## src/rtl/store_lane_unit.sv

```systemverilog
// -----------------------------------------------------------------------------
// store_lane_unit
//
// Store byte-lane unit between the MEM stage and the data-memory/bridge bus.
// Takes one store request (size, address, right-justified data), builds the
// lane-aligned write data and byte enables for a DW-bit bus, and presents them
// as one or two registered bus beats. A misaligned store either splits into
// two aligned beats (SPLIT_MISALIGN=1) or is rejected with a one-cycle
// exc_ades pulse (SPLIT_MISALIGN=0). An illegal size (wider than the bus) is
// always rejected.
//
// Handshake semantics (both the req_* and bus_* sides): a transfer happens on
// a rising clk edge where valid && ready are both high. A valid, once raised,
// stays high with its payload stable until that transfer (reset excepted).
// req_ready here depends only on state, never on req_valid.
//
// Ports:
//   clk        system clock, rising edge
//   reset      asynchronous, active-low reset
//   req_valid  store request present        req_ready  unit idle, can accept
//   req_size   log2 of bytes (0..3)          req_addr   byte address
//   req_wdata  store data, right-justified
//   bus_valid  beat present                  bus_ready  bus accepts beat
//   bus_addr   NB-aligned beat address       bus_be     byte enables
//   bus_wdata  lane-aligned write data
//   exc_ades   one-cycle pulse: request rejected
//   done       one-cycle pulse: last beat of a store accepted
//   dbg_state  current FSM state (0 IDLE, 1 BEAT0, 2 BEAT1)
// -----------------------------------------------------------------------------
module store_lane_unit #(
  parameter int DW             = 32,
  parameter bit SPLIT_MISALIGN = 1'b1
) (
  input  logic              clk,
  input  logic              reset,
  input  logic              req_valid,
  output logic              req_ready,
  input  logic [1:0]        req_size,
  input  logic [31:0]       req_addr,
  input  logic [DW-1:0]     req_wdata,
  output logic              bus_valid,
  input  logic              bus_ready,
  output logic [31:0]       bus_addr,
  output logic [DW/8-1:0]   bus_be,
  output logic [DW-1:0]     bus_wdata,
  output logic              exc_ades,
  output logic              done,
  output logic [1:0]        dbg_state
);

  localparam int NB = DW / 8;
  localparam int OW = $clog2(NB);

  typedef enum logic [1:0] {
    IDLE  = 2'd0,
    BEAT0 = 2'd1,
    BEAT1 = 2'd2
  } state_t;

  state_t state, state_nx;

  // Second beat, latched at accept and moved onto the bus after beat 0.
  logic              pend;
  logic [31:0]       addr2;
  logic [NB-1:0]     be2;
  logic [DW-1:0]     wdata2;

  // ---------------------------------------------------------------------------
  // Request decode
  // ---------------------------------------------------------------------------
  logic [OW-1:0]     off;
  logic [3:0]        s_bytes;
  logic [3:0]        s_m1;
  logic              illegal;
  logic              misaligned;
  logic              reject;
  logic              accept;
  logic              hs;
  logic [31:0]       base_addr;
  logic [2*NB-1:0]   mask;
  logic [DW-1:0]     wd_keep;
  logic [2*DW-1:0]   data_sh;

  assign off        = req_addr[OW-1:0];
  assign s_bytes    = 4'd1 << req_size;
  assign s_m1       = s_bytes - 4'd1;
  assign illegal    = (32'(s_bytes) > NB);
  assign misaligned = ((32'(s_m1) & 32'(off)) != 32'd0);
  assign reject     = illegal || (misaligned && !SPLIT_MISALIGN);
  assign accept     = req_valid && req_ready;
  assign hs         = bus_valid && bus_ready;
  assign base_addr  = {req_addr[31:OW], {OW{1'b0}}};

  // Mask spans two bus words so a store crossing the NB boundary lands its
  // upper bytes in the high half, which becomes the second beat.
  always_comb begin
    mask    = '0;
    wd_keep = '0;
    for (int i = 0; i < 2*NB; i++) begin
      mask[i] = (i >= int'(off)) && (i < int'(off) + int'(s_bytes));
    end
    for (int b = 0; b < NB; b++) begin
      if (b < int'(s_bytes)) wd_keep[8*b +: 8] = req_wdata[8*b +: 8];
    end
    data_sh = {{DW{1'b0}}, wd_keep} << {off, 3'b000};
  end

  // ---------------------------------------------------------------------------
  // FSM: state register
  // ---------------------------------------------------------------------------
  always_ff @(posedge clk or negedge reset) begin
    if (!reset) state <= IDLE;
    else        state <= state_nx;
  end

  // FSM: next state
  always_comb begin
    state_nx = state;
    case (state)
      IDLE:    if (accept && !reject) state_nx = BEAT0;
      BEAT0:   if (hs) state_nx = pend ? BEAT1 : IDLE;
      BEAT1:   if (hs) state_nx = IDLE;
      default: state_nx = IDLE;
    endcase
  end

  // FSM: outputs
  always_comb begin
    req_ready = (state == IDLE);
    bus_valid = (state == BEAT0) || (state == BEAT1);
    dbg_state = state;
  end

  // ---------------------------------------------------------------------------
  // Registered bus payload and pulses
  // ---------------------------------------------------------------------------
  always_ff @(posedge clk or negedge reset) begin
    if (!reset) begin
      bus_addr  <= '0;
      bus_be    <= '0;
      bus_wdata <= '0;
      pend      <= 1'b0;
      addr2     <= '0;
      be2       <= '0;
      wdata2    <= '0;
      exc_ades  <= 1'b0;
      done      <= 1'b0;
    end else begin
      exc_ades <= accept && reject;
      done     <= hs && ((state == BEAT1) || ((state == BEAT0) && !pend));
      if (accept && !reject) begin
        bus_addr  <= base_addr;
        bus_be    <= mask[NB-1:0];
        bus_wdata <= data_sh[DW-1:0];
        pend      <= |mask[2*NB-1:NB];
        addr2     <= base_addr + 32'(NB);   // wraps mod 2^32
        be2       <= mask[2*NB-1:NB];
        wdata2    <= data_sh[2*DW-1:DW];
      end else if (hs && (state == BEAT0) && pend) begin
        bus_addr  <= addr2;
        bus_be    <= be2;
        bus_wdata <= wdata2;
        pend      <= 1'b0;
      end
    end
  end

endmodule

```

## config.mk

```make
export PLATFORM = sky130hd
export DESIGN_NAME = store_lane_unit
export DESIGN_NICKNAME = d
export VERILOG_FILES = /design/src/rtl/store_lane_unit.sv
export SDC_FILE = /design/constraint.sdc
export NUM_CORES = 1
export LEC_CHECK = 0
export CORE_MARGIN = 1.5
export CORE_UTILIZATION = 51
export CTS_CLUSTER_SIZE = 28
export DETAILED_ROUTE_END_ITERATION = 10
export HOLD_SLACK_MARGIN = 0.12
export PLACE_DENSITY = 0.85
export SKIP_CTS_REPAIR_TIMING = 1
export SLEW_MARGIN = 20
export SYNTH_ARGS = -nofsm -noshare
export SYNTH_HDL_FRONTEND = slang
export SYNTH_SLANG_ARGS = --single-unit
```

## constraint.sdc

```tcl
create_clock -name clk -period 2.1 [get_ports clk]
set_input_delay 0.42 -clock clk [delete_from_list [all_inputs] [get_ports clk]]
set_output_delay 0.42 -clock clk [all_outputs]
set_load 0.01 [all_outputs]
```

### Yosys cells after proc, flatten, opt, wreduce, memory -nomap -nowiden

Cells that the tools add are included.

* output and inout bits: 74
* word-level logic and storage cells: 71
* bits in registers: 141

* eq/ne operators: 5
* shift operators: 2
* $lt $le $gt $ge: 16
* mux-type cells: 17
* reductions and logical operators: 19
* $add $sub $neg: 2

Operators with widths (count)
* 32-bit 2-to-1 mux: 4
* 4-bit by 32-bit < comparator with 1-bit output, first input constant: 3
* 3-bit by 32-bit < comparator with 1-bit output, first input constant: 2
* 32-bit by 5-bit left shift with 64-bit output: 1
* 32-bit by 3-bit adder with 32-bit output, second input constant: 1
* 1-bit by 32-bit < comparator with 1-bit output, first input constant: 1
* 2-bit by 32-bit < comparator with 1-bit output, first input constant: 1
* 8-bit 2-to-1 mux: 4
* 1-bit logical AND: 11
* 1-bit by 4-bit < comparator with 1-bit output, first input constant: 2
* 2-bit by 4-bit < comparator with 1-bit output, first input constant: 2
* 2-bit 2-to-1 mux: 4
* 4-bit 2-to-1 mux: 2
* 2-bit case mux with 3 select lines: 1
* 2-bit by 4-bit adder with 5-bit output: 1
* 3-bit by 5-bit < comparator with 1-bit output, first input constant: 1
* 1-bit by 2-bit >= comparator with 1-bit output, first input constant: 2
* 4-bit by 3-bit greater-than comparator with 1-bit output, second input constant: 1
* 2-bit inequality test, second input constant: 2
* 4-bit OR reduction: 1
* 1-bit by 2-bit left shift with 4-bit output, first input constant: 1
* 3-bit AND reduction: 1
* 2-bit by 1-bit == test with 1-bit output, second input constant: 1
* 2-bit == test, second input constant: 1
* other kinds (7): 10

### Longest topological paths before layout

* word-level depth: 7
* gate-level depth with buffers: 10
* depth with buffers taken out: 8

### Worst setup path after synthesis

OpenSTA, ideal clock, no wires.

* kind: in2reg
* start point: input port req_size[1]
* end point: register pend
* library setup time: 138 ps
* stages on the path: 8
* setup slack: -292 ps
* data required time: 1962 ps
* data arrival time: 2254 ps
* path buffers: 3
* cells stage by stage: buf_2 clkbuf_1 buf_1 nor2b_1 fa_1 or2_2 a21oi_1 o22ai_1

* word-level cells in the longest chain between the ends: 5
* elaborated cells between the ends (all ways): 12

RTL lines
* start: declaration: line 38 `input logic [1:0] req_size,`
* 1-bit by 2-bit left shift with 4-bit output *: line 85 `assign s_bytes = 4'd1 << req_size;`
* 2-bit by 4-bit adder with 5-bit output or 4-bit by 3-bit greater-than comparator with 1-bit output (tied branches): line 100, 87
* 4-bit by 32-bit < comparator with 1-bit output, or another cell as far along: line 100 `mask[i] = (i >= int'(off)) && (i < int'(off) + int'(s_bytes));`
* 4-bit OR reduction or 1-bit logical AND (tied branches): line 155, 151
* 1-bit 2-to-1 mux or 2-bit nonzero test (tied branches)
* end signal: assignment: line 155 `pend <= |mask[2*NB-1:NB];`
* end: declaration: line 63 `logic pend;`

Mark *: on every way between the ends. The rest lies on a longest branch, timed or not.
A chain may end at the register's enable or synchronous reset.

### Final worst setup path

* start point: input port req_addr[9]
* end point: register addr2[20]

* word-level cells in the longest chain between the ends: 1

RTL lines
* start: declaration: line 39 `input logic [31:0] req_addr,`
* 32-bit by 3-bit adder with 32-bit output: line 156 `addr2 <= base_addr + 32'(NB);`
* end signal: assignment: line 156
* end: declaration: line 64 `logic [31:0] addr2;`

No other way between the ends.

==> qor.csv <==
metric,value,unit
WL per Instance,18.9,µm
"Arr. time, crit path",2.43,ns
CTS tree,built,
clock buffer depth,2,
number of synthesized flops with an enable pin,0,
GRT Util Overall,0.303,
Max-Cap Viols,0,
failing checks,negative setup slack,
Lkg Pwr,0.00451,µW
Worst-Margin Slew,0.732,ns
Fillers,813,
drt pass-1 iters,5,
Max Freq,474,MHz
clk_skew,0.00721,ns
ranking of synthesized cells by area,"dfrtp_1 (49%), nand2_1 (6.2%), mux2i_1 (6.0%)",
HPWL Detailed,13800,µm
Chip Height,117,µm
ant diodes,0,
Die Area,13700,µm²
routability cong.,0.880,
post-route cell area,9760,µm²
Yosys top cell by area,dfrtp_1,
synth warn,0,
Clock Power Share,0.254,
most numerous cell in the Yosys netlist,dfrtp_1,
IO Port Bufs,141,
Hold Crit Class,input port to flop,
setup ws final,-0.00827,ns
first-pass GRT wire length,32000,µm
Crit Path Max Fanout,5,
Syn Inst Count,695,
maximum vdd drop,0.828,mV
Area Overhead vs Synth,47.1,%
final critical-path required period,2.11,ns
top_reg_cell synth,dfrtp_1,
Rows,41,
share of cells above drive strength 1,0.193,
Net Sw Power,4100,µW
grt ovf,0,
vias in the first global route,6670,
switching share of power,0.329,
normalized max-slew margin,0.510,
"Reg clk slew, reported paths",0.06,ns
final setup violating endpoints,1,
unique cell type count in the Yosys netlist,46,
initial drt markers,520,
DRC,0,
Vias,6471,
total I/O pin count,144,
register bit total from synthesis,129,
Synth async-reset ratio,1.00,
Inserted Clock Buffers,17,
Worst Path Required,2.42,ns
share of the synthesized area in the top cell type,0.487,
final wirelength,20700,µm
CTS Sinks,129,
final period utilization,1.00,
Worst Setup Start Kind,input port,
RSZ-0062 raised after global routing,false,
Internal,8370,µW
R2R setup slack,0.11,ns
Setup crit end kind,flop,
Crit Path Category,input port to flop,
syn_area_per_cell,9.54,µm²
Worst-Skew Late Latency,0.42,ns
Clock Tree Root,clkbuf_16,
Placement Setup Slack,-0.515,ns
Area after DPL,8980,µm²
Final Max Tran Viols,0,
Post-Synthesis Cell Area,6630,µm²
nets@finish,989,
Setup Total Neg Slack,-0.00827,ns
fin util,0.770,
"antenna viol nets, final",0,
pin count of the biggest net entering global routing,53,
most frequent cells after synthesis,"dfrtp_1 (129), nand2_1 (109), o21ai_0 (73)",
die width,117,µm
status,"finished, violations left",
H-tree Lvls,4,
sequential share of power,0.348,
"Hold Vio Cnt, Final",0,
Std-Cell Core Area,12700,µm²
initial antenna violation count,0,
initial core utilization,0.523,
combinational fraction of design power,0.398,
vias per inst,5.90,
PD cells,1280,nW/µm²
post-synthesis sequential area ratio,0.487,
==> final timing paths <==
kind / start / endpoint / depth (start not counted)
setup / recovery: req_addr[9] / addr2[20] / 6
hold / removal: req_addr[3] / bus_addr[3] / 4
setup reg to reg: dbg_state[1] / wdata2[19] / 7
hold reg to reg: addr2[2] / addr2[2] / 1
max in group asynchronous: reset / bus_wdata[25] / 3
min in group asynchronous: reset / done / 2
==> registers in the layout, indices dropped and copies added (netlist names) <==
signal / cells
bus_wdata: 32
addr2: 30
bus_addr: 30
wdata2: 24
be2: 4
bus_be: 4
dbg_state: 2
done: 1
exc_ades: 1
pend: 1
==> cell usage in the layout (no fill, tap or decap), types with 12 or more instances in the layout <==
cell	synthesis	final
nor2_1	58	57
nor2b_1	18	17
nand2_1	109	108
o21ai_0	73	73
mux2_2	18	18
clkdlybuf4s50_1	0	127
a22o_1	18	18
nand3_1	14	12
buf_4	2	94
clkbuf_16	0	17
dfrtp_1	129	129
mux2i_1	40	40
dlymetal6s2s_1	0	13
==> final cells by class <==
class	instances	area, µm²	share of cell area
clock buffers	22	474	0.0486
clock inverters	9	155	0.0159
inverters	11	43.8	0.00449
multi-input cells	506	3260	0.334
flip-flops and latches	129	3230	0.331
well taps	172	215	0.0221
repair buffers	247	2380	0.244
==> metal layers <==
metal	vias to the layer above	share of wire	global-route usage
met5	-	0	0
met4	0	0.031	0.141
met3	64	0.076	0.0803
met2	330	0.49	0.518
met1	3154	0.40	0.358
li1	2923	-	-
==> cell families after synthesis <==
| logic type | share of synthesized area |
|---|---|
| simple gates | 0.177 |
| compound gates | 0.172 |
| flops | 0.487 |
| buf+inv | 0.0387 |
| mux | 0.0909 |
| xor+xnor | 0.0198 |
| fa+ha+maj | 0.0143 |
| other cells | 0.000565 |
==> critical path, cell delays in order <==
cell and delay, ns:
clkdlybuf4s50_1 0.50, nand4_1 0.22, or4_4 0.54, buf_6 0.15, or4_1 0.47, o211ai_1 0.13
==> metrics by stage <==
step | std cells | hold slack [ns] | total power [µW]
6_report | 1096 | 0.392 | 12500
5_1_grt | 1096 | 0.394 | 13200
3_3_place_gp | 1058 | 0.416 | 8980
3_5_place_dp | 1058 | 0.434 | 9210
4_1_cts | 1089 | -0.00888 | 12400
2_1_floorplan | 696 | 0.124 | 6520
==> power by group through the flow <==
stage          Combinational [µW]  Clock, µW  Sequential [µW]
2_1_floorplan                2040          0             4480
3_3_place_gp                 4690          0             4290
3_5_place_dp                 4860          0             4350
4_1_cts                      4920       3180             4340
5_1_grt                      5410       3310             4460
6_report                     4960       3170             4340
Note: power is estimated with default switching activity, not from simulation.
